<file path="config.mk">
export PLATFORM = sky130hd
export DESIGN_NAME = uart_tx_serializer
export DESIGN_NICKNAME = d
export VERILOG_FILES = /design/src/rtl/uart_pkg.sv /design/src/rtl/uart_baud_counter.sv /design/src/rtl/uart_tx_serializer.sv
export SDC_FILE = /design/constraint.sdc
export NUM_CORES = 1
export LEC_CHECK = 0
export CELL_PAD_IN_SITES_DETAIL_PLACEMENT = 1
export CELL_PAD_IN_SITES_GLOBAL_PLACEMENT = 2
export CORE_UTILIZATION = 37
export CTS_BUF_LIST = sky130_fd_sc_hd__clkbuf_16
export DETAILED_ROUTE_END_ITERATION = 8
export PLACE_DENSITY = 0.85
export SETUP_SLACK_MARGIN = 0.1
export SLEW_MARGIN = 20
export SYNTH_ARGS = -nofsm -noshare
export SYNTH_HDL_FRONTEND = slang
export SYNTH_SLANG_ARGS = --single-unit
</file>
<file path="constraint.sdc">
create_clock -name clk -period 5.05 [get_ports clk]
set_input_delay 0.7575 -clock clk [delete_from_list [all_inputs] [get_ports clk]]
set_output_delay 0.7575 -clock clk [all_outputs]
set_load 0.01 [all_outputs]
</file>
<file path="src/rtl/uart_pkg.sv">
// uart_pkg: definitions shared by the UART transmit and receive paths.
//   - uart_state_e : frame sequencing states (IDLE, START, DATA, PARITY, STOP)
//   - DEFAULT_CLKS_PER_BIT : bit period in clk cycles (50 MHz / 9600 baud)
//   - LINE_IDLE / LINE_START : serial line levels for idle/stop and start bits
package uart_pkg;

  typedef enum logic [2:0] {
    ST_IDLE   = 3'd0,
    ST_START  = 3'd1,
    ST_DATA   = 3'd2,
    ST_PARITY = 3'd3,
    ST_STOP   = 3'd4
  } uart_state_e;

  localparam int DEFAULT_CLKS_PER_BIT = 5208;

  localparam logic LINE_IDLE  = 1'b1;
  localparam logic LINE_START = 1'b0;

endpackage

</file>
<file path="src/rtl/uart_baud_counter.sv">
// uart_baud_counter: per-bit cycle counter shared by the UART transmitter and
// receiver. Counts 0..CLKS_PER_BIT-1 while enabled and wraps to 0 on the
// terminal count.
//   clk     in  system clock, posedge
//   reset   in  synchronous, active-high reset
//   clear   in  force the count back to 0 (has priority over enable)
//   enable  in  advance the count this cycle
//   bit_end out high during the last cycle of a bit period (terminal count)
module uart_baud_counter
  import uart_pkg::*;
#(
  parameter int CLKS_PER_BIT = DEFAULT_CLKS_PER_BIT
) (
  input  logic clk,
  input  logic reset,
  input  logic clear,
  input  logic enable,
  output logic bit_end
);

  localparam int CNT_W = (CLKS_PER_BIT > 1) ? $clog2(CLKS_PER_BIT) : 1;
  localparam logic [CNT_W-1:0] CNT_LAST = CNT_W'(CLKS_PER_BIT - 1);

  logic [CNT_W-1:0] cnt_q;
  logic [CNT_W-1:0] cnt_d;

  // bit_end is only meaningful while counting, so a clear suppresses it.
  always_comb begin
    cnt_d   = cnt_q;
    bit_end = 1'b0;
    if (clear) begin
      cnt_d = '0;
    end else if (enable) begin
      if (cnt_q == CNT_LAST) begin
        cnt_d   = '0;
        bit_end = 1'b1;
      end else begin
        cnt_d = cnt_q + 1'b1;
      end
    end
  end

  always_ff @(posedge clk) begin
    if (reset) begin
      cnt_q <= '0;
    end else begin
      cnt_q <= cnt_d;
    end
  end

endmodule

</file>
<file path="src/rtl/uart_tx_serializer.sv">
// uart_tx_serializer: UART transmitter. Accepts one word per valid/ready
// handshake and sends start(0), DATA_BITS LSB-first, optional even parity and
// stop(1), each bit lasting CLKS_PER_BIT clk cycles.
//   clk       in  system clock, posedge
//   reset     in  synchronous, active-high reset (aborts any frame)
//   tx_data   in  word to send, sampled on the accept cycle only
//   tx_valid  in  upstream has a word
//   tx_ready  out can accept (IDLE only)
//   tx        out registered serial line, idles high
//   tx_busy   out frame in progress (inverse of tx_ready)
//   tx_done   out one-cycle pulse after the stop bit completes
// Build option: define UART_TX_PARITY_EN to insert an even-parity bit after
// the data bits; without it no parity logic exists.
module uart_tx_serializer
  import uart_pkg::*;
#(
  parameter int CLKS_PER_BIT = DEFAULT_CLKS_PER_BIT,
  parameter int DATA_BITS    = 8
) (
  input  logic                 clk,
  input  logic                 reset,
  input  logic [DATA_BITS-1:0] tx_data,
  input  logic                 tx_valid,
  output logic                 tx_ready,
  output logic                 tx,
  output logic                 tx_busy,
  output logic                 tx_done
);

  localparam int IDX_W = $clog2(DATA_BITS);
  localparam logic [IDX_W-1:0] IDX_LAST = IDX_W'(DATA_BITS - 1);

  uart_state_e          state_q, state_d;
  logic [DATA_BITS-1:0] shift_q, shift_d;
  logic [IDX_W-1:0]     bit_idx_q, bit_idx_d;
  logic                 tx_q, tx_d;
  logic                 done_q, done_d;
  logic                 bit_end;
  logic                 accept;
`ifdef UART_TX_PARITY_EN
  logic                 parity_q, parity_d;
`endif

  assign tx_ready = (state_q == ST_IDLE);
  assign tx_busy  = ~tx_ready;
  assign tx       = tx_q;
  assign tx_done  = done_q;
  assign accept   = tx_valid & tx_ready;

  // The counter idles at zero in IDLE so every frame starts on a full bit.
  uart_baud_counter #(
    .CLKS_PER_BIT(CLKS_PER_BIT)
  ) u_baud (
    .clk    (clk),
    .reset  (reset),
    .clear  (tx_ready),
    .enable (tx_busy),
    .bit_end(bit_end)
  );

  // Next-state logic. The line level for the following bit is computed here
  // and registered on the same edge as the state change, so tx switches
  // cleanly at bit boundaries. The shift register always presents the next
  // data bit at bit 0.
  always_comb begin
    state_d   = state_q;
    shift_d   = shift_q;
    bit_idx_d = bit_idx_q;
    tx_d      = tx_q;
    done_d    = 1'b0;
`ifdef UART_TX_PARITY_EN
    parity_d  = parity_q;
`endif
    unique case (state_q)
      ST_IDLE: begin
        tx_d = LINE_IDLE;
        if (accept) begin
          shift_d   = tx_data;
          bit_idx_d = '0;
          tx_d      = LINE_START;
          state_d   = ST_START;
`ifdef UART_TX_PARITY_EN
          parity_d  = ^tx_data;
`endif
        end
      end
      ST_START: begin
        if (bit_end) begin
          tx_d    = shift_q[0];
          shift_d = shift_q >> 1;
          state_d = ST_DATA;
        end
      end
      ST_DATA: begin
        if (bit_end) begin
          if (bit_idx_q == IDX_LAST) begin
`ifdef UART_TX_PARITY_EN
            tx_d    = parity_q;
            state_d = ST_PARITY;
`else
            tx_d    = LINE_IDLE;
            state_d = ST_STOP;
`endif
          end else begin
            tx_d      = shift_q[0];
            shift_d   = shift_q >> 1;
            bit_idx_d = bit_idx_q + 1'b1;
          end
        end
      end
`ifdef UART_TX_PARITY_EN
      ST_PARITY: begin
        if (bit_end) begin
          tx_d    = LINE_IDLE;
          state_d = ST_STOP;
        end
      end
`endif
      ST_STOP: begin
        if (bit_end) begin
          tx_d    = LINE_IDLE;
          done_d  = 1'b1;
          state_d = ST_IDLE;
        end
      end
      default: begin
        tx_d    = LINE_IDLE;
        state_d = ST_IDLE;
      end
    endcase
  end

  always_ff @(posedge clk) begin
    if (reset) begin
      state_q   <= ST_IDLE;
      shift_q   <= '0;
      bit_idx_q <= '0;
      tx_q      <= LINE_IDLE;
      done_q    <= 1'b0;
    end else begin
      state_q   <= state_d;
      shift_q   <= shift_d;
      bit_idx_q <= bit_idx_d;
      tx_q      <= tx_d;
      done_q    <= done_d;
    end
  end

`ifdef UART_TX_PARITY_EN
  always_ff @(posedge clk) begin
    if (reset) begin
      parity_q <= 1'b0;
    end else begin
      parity_q <= parity_d;
    end
  end
`endif

endmodule

</file>
== After elaboration in Yosys (flattened, before gate mapping) ==
Cells that the tools add are included.

* Flip-flop bits (word level): 29
* Input bits: 11
* Output and inout port bits: 4

* Add/subtract/negate cells: 2
* Eq/ne operators: 11
* Mux-type cells: 24
* Bitwise operators: 3
* Reductions and logical operators: 9

{| class="wikitable"
|+ Operator list
! operator !! count
|-
| 2-to-1 mux 8 bit || 4
|-
| 2-to-1 mux 3 bit || 8
|-
| case mux 8 bit (3 select lines) || 1
|-
| adder 13 x 1 -> 13 bit, second input constant || 1
|-
| == test 13 bit, second input constant || 1
|-
| case mux 3 bit (4 select lines) || 1
|-
| != test 2 bit, second input constant || 5
|-
| AND reduction 5 bit || 2
|-
| 2-to-1 mux 1 bit || 8
|-
| == test 3 bit, second input constant || 2
|-
| case mux 3 bit (2 select lines) || 1
|-
| case mux 1 bit (4 select lines) || 1
|-
| AND reduction 4 bit || 1
|-
| adder 3 x 1 -> 3 bit, second input constant || 1
|-
| == test 3 x 1 -> 1 bit, second input constant || 1
|-
| == test 3 x 2 -> 1 bit, second input constant || 1
|-
| logical NOT 3 bit || 1
|-
| AND reduction 3 bit || 1
|-
| nonzero test 3 bit || 1
|-
| OR reduction 3 bit || 1
|-
| != test 2 x 1 -> 1 bit, second input constant || 1
|-
| inverter 1 bit || 2
|-
| nonzero test 2 bit || 1
|-
| OR reduction 2 bit || 1
|-
| AND 1 bit || 1
|}

== Longest topological paths before layout ==
Gate-level depths: netlist (run 1).

* Depth in word-level cells: 5
* Gate-level depth with buffers: 7
* Depth with buffers taken out: 6

== By module ==
From an unflattened synthesis (run 1), not the netlist that was laid out.

* Cell total of the unflattened synthesis: 163
* Area total of the unflattened synthesis: 1483.9 µm²

{| class="wikitable"
|+ Modules (own cells, without submodules)
! module !! instances !! cells an instance !! area an instance (µm²)
|-
| uart_tx_serializer || 1 || 95 || 870.8
|-
| uart_baud_counter || 1 || 68 || 613.1
|}

== Least setup slack after synthesis (run 1) ==
OpenSTA, ideal clock, no wires.

* Path type: register to register
* From: register bit_idx_q[0]
* To: register shift_q[0]
* Arrival: 1.935 ns
* Required time: 4.916 ns
* Setup slack: 2.981 ns
* Stages on the path, launching flop included: 8
* Buffers on the path: 1
* Period minus slack after synthesis: 2.069 ns
* Cells stage by stage: dfxtp_1 -> ha_1 -> ha_1 -> or3b_2 -> a21oi_1 -> and2_0 -> buf_2 -> a211oi_1

* Cells in the longest elaborated chain, start to end: 3

{| class="wikitable"
|+ RTL lines
! element !! RTL line !! RTL
|-
| start: declaration || uart_tx_serializer.sv:35 || <nowiki>logic [IDX_W-1:0] bit_idx_q, bit_idx_d;</nowiki>
|-
| start signal: assignment || uart_tx_serializer.sv:143 || <nowiki>bit_idx_q <= bit_idx_d;</nowiki>
|-
| == test 3 bit || uart_tx_serializer.sv:96 || <nowiki>if (bit_idx_q == IDX_LAST) begin</nowiki>
|-
| != test 2 bit (no line) || -- ||
|-
| AND reduction 5 bit (no line) || -- ||
|-
| end signal: assignment || uart_tx_serializer.sv:142 || <nowiki>shift_q <= shift_d;</nowiki>
|-
| end: declaration || uart_tx_serializer.sv:34 || <nowiki>logic [DATA_BITS-1:0] shift_q, shift_d;</nowiki>
|}

Every way passes these cells.
A chain may end at the register's enable or synchronous reset.

== Worst setup path in the final report (run 1) ==
Ends and elaborated chain as after synthesis.

==> summary.md, run 1 <==
| Metric | Value |
|---|---|
| Clock sink count | 29 |
| CP max FO | 10 |
| R2r endpoint | shift_q[0] |
| Critical path's top delay family | simple AND/OR/NAND/NOR gates |
| Crit. Startpoint | bit_idx_q[0] |
| Critical Path Source Type | flop |
| Achievable clock frequency | 0.4048 GHz |
| Nets | 183 |
| Initial antenna violation count | 0 |
| Worst skew pair latency | 0.27 ns |
| CP arrival | 2.59 ns |
| Storage element area | 580.6 um2 |
| Initial Utilization | 39.20% |
| Syn. warnings | 0 |
| Synth Register Bits | 29 |
| Pwr per Cell Area | 325.4 mW/mm2 |
| Slew headroom | 51.10% |
| Crit-path slowest cell | a21oi_1 |
| Area contributors post-synth | dfxtp_1, nor2_1, mux2i_1, xnor2_1, a211oi_1 |
| Hold endpoint | u_baud.cnt_q[0] |
| Post-CTS sizing | 0 |
| Initial DRT Pass Iterations | 4 |
| Critical path, cell by cell | ha_1 -> ha_1 -> or3b_2 -> a21oi_1 -> and2_0 -> a211oi_1 |
| IO buf count | 14 |
| Total I/O pin count | 15 |
| Final period util | 48.92% |
| Setup bufs post-CTS | 0 |
| Post-Place Setup Slack | 2.404 ns |
| TritonCTS clock tree | built |
| Final Setup Violations | 0 |
| Most used cell, CP | ha_1 |
| Netlist cell types | 45 |
| Slew at the pin with the worst max-slew slack | 0.7313 ns |
| Hold Crit Depth | 1 |
| Clock buffer count from CTS | 5 |
| Worst path required time | 5.17 ns |
| Synth top area share | 39.56% |
| Unrepaired setup endpoints after global routing | no |
| Detailed placement HPWL | 2.237 mm |
| Most common cell in the netlist | dfxtp_1 |
| Hold Crit Class | flop to flop |
| Path depth of the worst reg2reg path | 6 |
| CTS Buffer Depth | 2 |
| Skew final | 0.005219 ns |
| Syn_nets | 170 |
| Gr ovfl total | 0 |
| H-tree level count | 2 |
| CP Class | flop to flop |
| DIE HEIGHT | 64.98 um |
| Leakage | 0.0006051 uW |
| Synth-to-Final Area Change | 20.03% |
| Area of the core | 0.003744 mm2 |
| Multi-input logic area | 809.5 um2 |
| Hold Buf Count CTS | 0 |
| Vias per cell | 5.193 |
| Max Cap Viol | 0 |
| RePlAce Congestion | 0.7151 |
| Clock-pin transition on the worst setup and hold timing paths | 0.05 ns |
| Total global-route track usage | 17.93% |
| First-pass GRT wire length | 5.637 mm |
| Peak VDD IR | 0.1326 mV |
| CP endpoint kind | flop |
| Post-synth EDFFs | 0 |
| Synth area leader | dfxtp_1 |
| WL final | 3.076 mm |
| Starting DRT DRC Count | 35 |
| Vias in the first global route | 1223 |
| Die Footprint | 0.004222 mm2 |
| Horiz. Die Dim | 64.98 um |
| Synth Instances | 156 |
| DRC | 0 |
| Outcome | finished, final reports clean |
| Slew Limit Fails | 0 |
| Root Buffer | clkbuf_16 |
| Mapped cell area | 0.001468 mm2 |
| Filler cell count | 448 |
| Top_reg_cell synth | dfxtp_1 |
| Setup TNS | 0 ns |
| Buf/Inv on CP | 0 |
| Synth async-reset ratio | 0% |
| Max incr delay on CP | 0.58 ns |
| Largest net degree at the start of global routing | 17 |
| Antenna Cells | 0 |
| Fin. Hold Viols | 0 |
| Min Tclk post-route | 2.471 ns |
| RR Startpoint | bit_idx_q[0] |
| Synth top cells by count | dfxtp_1, nor2_1, a21oi_1 |
| Synth Area per Inst | 9.408 um2 |
| Vias | 1132 |
| Routed len/inst | 14.11 um |
| Setup WS post-layout | 2.579 ns |
| Final Power | 573.3 uW |
| Sequential area share after synthesis | 39.56% |
| Layout cells sized above 1 | 9.412% |
| Reg2Reg Setup Slack | 2.58 ns |
| # rows | 22 |
| HP Start | u_baud.cnt_q[0] |
| Post-DRT Antenna Nets | 0 |
through the flow:
stage / std cells / utilization [%] / instance area [um2] / hold WS (ns)
2_1_floorplan: 156 / - / 1468 / 0.4175
3_3_place_gp: 210 / 43.38 / 1624 / 0.4296
3_5_place_dp: 210 / 43.38 / 1624 / 0.4901
4_1_cts: 218 / 47.06 / 1762 / 0.5032
5_1_grt: 218 / 47.06 / 1762 / 0.5266
6_report: 218 / 47.06 / 1762 / 0.4888
layer usage:
layer  wire length (um)  track usage, %  up-vias
li1                   -               -      585
met2               1540           30.47       12
met3                102           5.986        5
met4                 42           8.333        0
met1               1391           19.96      530
met5                  0               0        -
where the power goes:
part / switching (uW) / internal (uW) / total [uW]
Clock: 100 / 178 / 278
Sequential: 6.90 / 238 / 245
Combinational: 24.3 / 26.6 / 50.9
flip-flops by register name, indices dropped and copies added, names as in the netlist:
signal	flops
shift_q	8
bit_idx_q	3
tx_done	1
u_baud.cnt_q	13
state_q	3
tx	1
logic make-up (layout without fill, tap and decap cells):
logic type                 count (synthesis)  count (layout)  synth area share (%)
and+or+nand+nor                           54              54                 21.83
AOI/OAI and AO/OA                         33              33                 18.25
DFF                                       29              29                 39.56
buffers and inverters                     17              31                 5.285
xor gates and xnor gates                  13              13                 7.758
muxes                                      7               7                 4.774
adders and majority gates                  3               3                 2.558
cell usage in the layout, fill, tap and decap left out, drive strengths merged:
master and count:
dfxtp 29, nor4b 1, nand2b 2, nand2 3, o211ai 1, or4b 1, or3 1, clkdlybuf4s50 14
nand4bb 1, nor4 4, o21ai 2, a32o 3, o21a 1, and2 2, nand3 8, inv 9
nand4b 1, xnor2 8, ha 3, clkbuf 5, a31oi 1, a2111oi 1, a211oi 9, nor2 19
a21oi 10, or2 1, nor3b 1, a22o 1, xor2 5, nand4 2, a211o 1, mux2i 7
clkinv 3, and3 1, or3b 3, o311a 1, o311ai 1, nor3 3, o21bai 1
worst max path at each step:
stage	cells after the start	endpoint
2_1_floorplan	7	shift_q[0]
3_3_place_gp	5	shift_q[2]
3_5_place_dp	5	shift_q[0]
4_1_cts	6	shift_q[0]
5_1_grt	6	shift_q[0]
6_report	6	shift_q[0]
area by class of cell:
cell class / count / area share [%]
Clock inverter: 3 / 0.7102
Timing Repair Buffer: 14 / 7.955
Sequential cell: 29 / 32.95
Inverter: 9 / 1.918
Clock buffer: 5 / 7.102
Tap cell: 48 / 3.409
Multi-Input combinational cell: 110 / 45.95
worst register-to-register path, stage by stage, from the launching register on:
cell	delay (ns)
dfxtp_1	0.31
ha_1	0.19
ha_1	0.22
or3b_2	0.45
a21oi_1	0.58
and2_0	0.43
a211oi_1	0.14
Power figures use the tool's default switching activity.
==> run 2, diff against run 1 <==
--- a/config.mk
+++ b/config.mk
@@ -7,10 +7,10 @@
 export LEC_CHECK = 0
 export CELL_PAD_IN_SITES_DETAIL_PLACEMENT = 1
 export CELL_PAD_IN_SITES_GLOBAL_PLACEMENT = 2
-export CORE_UTILIZATION = 37
+export CORE_UTILIZATION = 31
 export CTS_BUF_LIST = sky130_fd_sc_hd__clkbuf_16
 export DETAILED_ROUTE_END_ITERATION = 8
-export PLACE_DENSITY = 0.85
+export PLACE_DENSITY = 0.76
 export SETUP_SLACK_MARGIN = 0.1
 export SLEW_MARGIN = 20
 export SYNTH_ARGS = -nofsm -noshare
==> constraint.sdc (replaced) <==
create_clock -name clk -period 1.98 [get_ports clk]
set_input_delay 0.297 -clock clk [delete_from_list [all_inputs] [get_ports clk]]
set_output_delay 0.297 -clock clk [all_outputs]
set_load 0.01 [all_outputs]
==> run 2 against run 1 <==
Register-to-register slack lost 2.4 ns. Critical endpoint is now tx_busy. Critical path depth shrank 3. Utilization shrank 2.1 points. Power grew to 2.6 times the previous value. Clock power grew to 2.6 times the previous value. Non-clock buffer count grew 24. Via count grew 12%. Global-route usage shrank 2.1 points. Wire length grew 17%. Sequential share of layout area shrank 3.8 points. First-iteration DRC count grew 110%. Combinational power grew to 3.1 times the previous value. Highest routed layer unchanged.
==> summary.md, run 2 (same netlist as run 1, synthesis figures left out) <==
| Metric | Value |
|---|---|
| Outcome | finished, final reports clean |
| Vias per cell | 5.138 |
| H-tree level count | 2 |
| Nets | 207 |
| Vias in the first global route | 1369 |
| Post-route insts no fill | 246 |
| Largest net degree at the start of global routing | 17 |
| Multi-input logic area | 850.8 um2 |
| Total I/O pin count | 15 |
| Starting DRT DRC Count | 72 |
| Total global-route track usage | 15.84% |
| # rows | 24 |
| Initial antenna violation count | 0 |
| Slew Limit Fails | 0 |
| Final Power | 1492 uW |
| Die Footprint | 0.005013 mm2 |
| CP arrival | 1.53 ns |
| Final period util | 92.41% |
| Biggest register | u_baud.cnt_q |
| Initial DRT Pass Iterations | 6 |
| Slew at the pin with the worst max-slew slack | 0.3631 ns |
| Max incr delay on CP | 0.54 ns |
| Final Setup Violations | 0 |
| Synth-to-Final Area Change | 36.15% |
| Clock-pin transition on the worst setup and hold timing paths | 0.05 ns |
| Antenna Cells | 0 |
| WL final | 3.588 mm |
| Worst skew pair latency | 0.28 ns |
| Horiz. Die Dim | 70.81 um |
| Max Cap Viol | 0 |
| Worst path required time | 1.68 ns |
| Top flop regs | u_baud.cnt_q (13), shift_q (8) |
| Storage element area | 583.1 um2 |
| Slew headroom | 75.57% |
| CP Class | flop to primary output |
| DIE HEIGHT | 70.81 um |
| Min Tclk post-route | 1.830 ns |
| Initial Utilization | 33.02% |
| Unrepaired setup endpoints after global routing | yes |
| Area of the core | 0.004444 mm2 |
| Leakage | 0.0007515 uW |
| Vias | 1264 |
| Post-DRT Antenna Nets | 0 |
| Largest register FFs | 13 |
| IO buf count | 14 |
| Setup TNS | 0 ns |
| Root Buffer | clkbuf_16 |
| Critical Path Source Type | flop |
| Fin util | 44.96% |
| RePlAce Congestion | 0.7692 |
| Clock buffer count from CTS | 5 |
| Peak VDD IR | 0.3863 mV |
| Achievable clock frequency | 0.5465 GHz |
| Detailed placement HPWL | 2.684 mm |
| First-pass GRT wire length | 6.203 mm |
| Crit-path slowest cell | clkdlybuf4s50_1 |
| Most common cell after layout, fill and taps aside | dfxtp_1 |
| Most frequent cells in the layout | dfxtp_1, buf_4, nor2_1, clkdlybuf4s50_1 |
| Layout cells sized above 1 | 24.23% |
| Clock sink count | 29 |
| Critical path, cell by cell | nor3_1 -> inv_1 -> clkdlybuf4s50_1 |
| TritonCTS clock tree | built |
| DRC | 0 |
| Buf/Inv on CP | 2 |
| CP max FO | 16 |
| Dpl cells | 235 |
| Hold Crit Class | flop to flop |
| Filler cell count | 521 |
| Skew final | 0.008394 ns |
| Critical path's top delay family | buffers and inverters |
| Gr ovfl total | 0 |
| Fin. Hold Viols | 0 |
| Routed len/inst | 14.59 um |
| CTS Buffer Depth | 2 |
| CP endpoint kind | primary output |
| Pwr per Cell Area | 746.6 mW/mm2 |
## run 2: report_power, final
group	switching [uW]	internal, uW
Sequential	18.1	606
Combinational	70.8	86.2
Clock	258	453
Total	346	1150
## run 2: worst paths after layout
check	start	endpoint	slack [ns]	depth (start not counted)
worst max-delay path	state_q[0]	tx_busy	0.15	3
worst min-delay path	u_baud.cnt_q[0]	u_baud.cnt_q[0]	0.45	1
worst max register to register	u_baud.cnt_q[7]	shift_q[7]	0.15	6
worst min register to register	u_baud.cnt_q[0]	u_baud.cnt_q[0]	0.45	1
## run 2: final cells by class
cell class              count  share of cell area [%]
multi-input cells         110                   42.58
clock inverters             3                  0.6262
well taps                  52                   3.256
inverters                   9                   1.691
repair buffers             38                   16.41
clock buffers               5                   6.262
flip-flops and latches     29                   29.18
## run 2: per-layer routing
metal	vias up	track usage [%]	part of all wire, %	wire length (um)
li1	637	-	-	-
met5	-	0	0	0
met4	0	6.000	1.4	52
met3	6	3.704	2.1	74
met1	610	17.03	42	1515
met2	11	29.91	54	1946
## run 2: timing repair
action                                  in CTS  in global routing
endpoints found under the setup margin      22                 15
gates resized for setup                      5                  7
setup buffers                                3                  0
hold buffers                                 0                  0
pin swaps                                    2                  4
## run 2: through the flow
step / setup WS (ns) / area (um2) / hold WS, ns
2_1_floorplan: 0.1013 / 1479 / 0.4175
3_3_place_gp: 0.04845 / 1798 / 0.4266
3_5_place_dp: 0.009226 / 1798 / 0.4466
4_1_cts: 0.03282 / 1976 / 0.4580
5_1_grt: 0.06642 / 1998 / 0.4970
6_report: 0.1503 / 1998 / 0.4510
## run 2: worst reg2reg max path: stages (launching register included)
cell	delay, ns
dfxtp_1	0.31
or4b_4	0.54
buf_4	0.16
o311ai_4	0.27
buf_6	0.16
nand2_1	0.05
a32o_1	0.24
==> run 3, diff against run 2 <==
==> constraint.sdc (replaced) <==
create_clock -name clk -period 1.98 [get_ports clk]
set_input_delay 0.495 -clock clk [delete_from_list [all_inputs] [get_ports clk]]
set_output_delay 0.495 -clock clk [all_outputs]
set_load 0.01 [all_outputs]
==> run 3 against run 2 <==
First-iteration DRC count grew 21%. Count of clock-buffer cells in the layout did not move. Largest cell class unchanged. Sequential share of layout area grew 0.33 points. Final cell count down 1.2%. Die area unchanged. Flip-flop and latch count unchanged. Global-route usage shrank 0.68 points. Worst setup slack better by 0.022 ns. Via count down 2.1%. Wire length shrank 6.5%. Clock power decreased by 0.6%.
==> summary.md, run 3 (same netlist as run 1, synthesis figures left out) <==
| Metric | Value |
|---|---|
| Antenna Cells | 0 |
| Sw Pwr | 337.2 uW |
| CTS Buffer Depth | 2 |
| Internal power | 1144 uW |
| Hold Buf Count CTS | 0 |
| TritonCTS clock tree | built |
| Max Cap Viol | 0 |
| Worst skew pair latency | 0.27 ns |
| Gr ovfl total | 0 |
| Slew at the pin with the worst max-slew slack | 0.4194 ns |
| Post-DRT Antenna Nets | 0 |
| Area of placed instances | 0.001790 mm2 |
| Top flop regs | u_baud.cnt_q (13), shift_q (8) |
| Final instance area | 0.001972 mm2 |
| Unrepaired setup endpoints after global routing | yes |
| Buf/Inv on CP | 0 |
| Horiz. Die Dim | 70.81 um |
| Starting DRT DRC Count | 87 |
| WL final | 3.355 mm |
| Root Buffer | clkbuf_16 |
| Storage element area | 581.8 um2 |
| H-tree level count | 2 |
| Initial antenna violation count | 0 |
| Critical path's top delay family | simple AND/OR/NAND/NOR gates |
| Largest net degree at the start of global routing | 15 |
| Clock buffer count from CTS | 5 |
| Biggest register | u_baud.cnt_q |
| Final Setup Violations | 0 |
| Vias per cell | 5.095 |
| Nets | 204 |
| Most common cell after layout, fill and taps aside | dfxtp_1 |
| DRC | 0 |
| CP max FO | 6 |
| Min Tclk post-route | 1.808 ns |
| Sequential group share of total power | 42.0% |
| Post-route insts no fill | 243 |
| CP arrival | 1.96 ns |
| Most frequent cells in the layout | dfxtp_1, nor2_1, buf_4, clkdlybuf4s50_1, inv_1 |
| Critical Path Source Type | flop |
| Peak VDD IR | 0.3653 mV |
| Synth-to-Final Area Change | 34.36% |
| Largest register FFs | 13 |
| Max incr delay on CP | 0.54 ns |
| CP endpoint kind | flop |
| Dpl cells | 234 |
| Clock-pin transition on the worst setup and hold timing paths | 0.05 ns |
| Net Sw Frac | 22.77% |
| Skew final | 0.003046 ns |
| Detailed placement HPWL | 2.513 mm |
| RePlAce Congestion | 0.7635 |
| Area of the core | 0.004444 mm2 |
| Initial Utilization | 33.02% |
| Vias in the first global route | 1350 |
| Total I/O pin count | 15 |
| Initial DRT Pass Iterations | 5 |
| Routed len/inst | 13.81 um |
| Worst path required time | 2.13 ns |
| Slew Limit Fails | 0 |
| Slew headroom | 71.78% |
| Hold WS | 0.4477 ns |
| Final period util | 91.30% |
| Filler cell count | 521 |
| # rows | 24 |
| Leakage | 0.0007289 uW |
| DIE HEIGHT | 70.81 um |
| Hold Crit Class | flop to flop |
| Die Footprint | 0.005013 mm2 |
| Critical path, cell by cell | or4b_4 -> or3_4 -> a2111oi_4 -> a31oi_1 |
| Clock power frac | 47.7% |
| Outcome | finished, final reports clean |
| Total global-route track usage | 15.16% |
| Achievable clock frequency | 0.5532 GHz |
| IO buf count | 14 |
| Crit-path slowest cell | or4b_4 |
| Vias | 1238 |
| Multi-input logic area | 845.8 um2 |
| CP Class | flop to flop |
| First-pass GRT wire length | 6.051 mm |
| Clock sink count | 29 |
| Gate power share | 10.3% |
| Pwr per Cell Area | 750.9 mW/mm2 |
| Fin. Hold Viols | 0 |
| Layout cells sized above 1 | 23.56% |
## run 3: cell count changes in the layout (fill, tap and decap cells not counted), moves of 2 or more
cell             delta
dlygate4sd2_1       +2
nor3_2              +2
buf_4               -4
clkdlybuf4s50_1     -2
clkinv_1            -2
## run 3: stage by stage
stage / power [uW] / TNS (ns) / util [%] / setup slack [ns]
after floorplan: 720.0 / 0 / - / 0.1013
after global placement: 777.4 / -0.07582 / 40.29 / -0.07582
after detailed placement: 784.1 / -0.1080 / 40.29 / -0.1080
after CTS: 1501 / 0 / 43.83 / 0.1107
after global routing: 1549 / 0 / 44.37 / 0.09085
final: 1481 / 0 / 44.37 / 0.1723
## run 3: power groups by stage
| stage | combinational [uW] | clock [uW] | sequential, uW |
|---|---|---|---|
| finish | 152 | 706 | 623 |
| global route | 168 | 756 | 625 |
| CTS | 152 | 727 | 622 |
| detailed placement | 150 | 0 | 634 |
| global placement | 146 | 0 | 632 |
| floorplan | 91.9 | 0 | 628 |
## run 3: timing repair
item	CTS	global route
pin swaps	1	2
setup endpoints to repair	27	12
buffers inserted	0	1
resized for setup	8	4
## run 3: area by class of cell
cell class | count | share of cell area [%]
clock buffers | 5 | 6.345
flip-flops and latches | 29 | 29.51
multi-input cells | 110 | 42.89
repair buffers | 35 | 15.55
well taps | 52 | 3.299
inverters | 9 | 1.713
clock inverters | 3 | 0.6980
## run 3: final timing paths
| check | start | cells past startpoint | endpoint | slack, ns |
|---|---|---|---|---|
| max | u_baud.cnt_q[7] | 4 | tx | 0.17 |
| min | u_baud.cnt_q[0] | 1 | u_baud.cnt_q[0] | 0.45 |
| max reg2reg | u_baud.cnt_q[7] | 4 | tx | 0.17 |
| min reg2reg | u_baud.cnt_q[0] | 1 | u_baud.cnt_q[0] | 0.45 |
## run 3: per-layer routing
layer / part of all wire [%] / vias to the layer above / GRT usage, %
li1: - / 631 / -
met1: 45 / 587 / 17.05
met2: 51 / 13 / 26.50
met3: 2.5 / 7 / 4.843
met4: 1.7 / 0 / 6.222
met5: 0 / - / 0
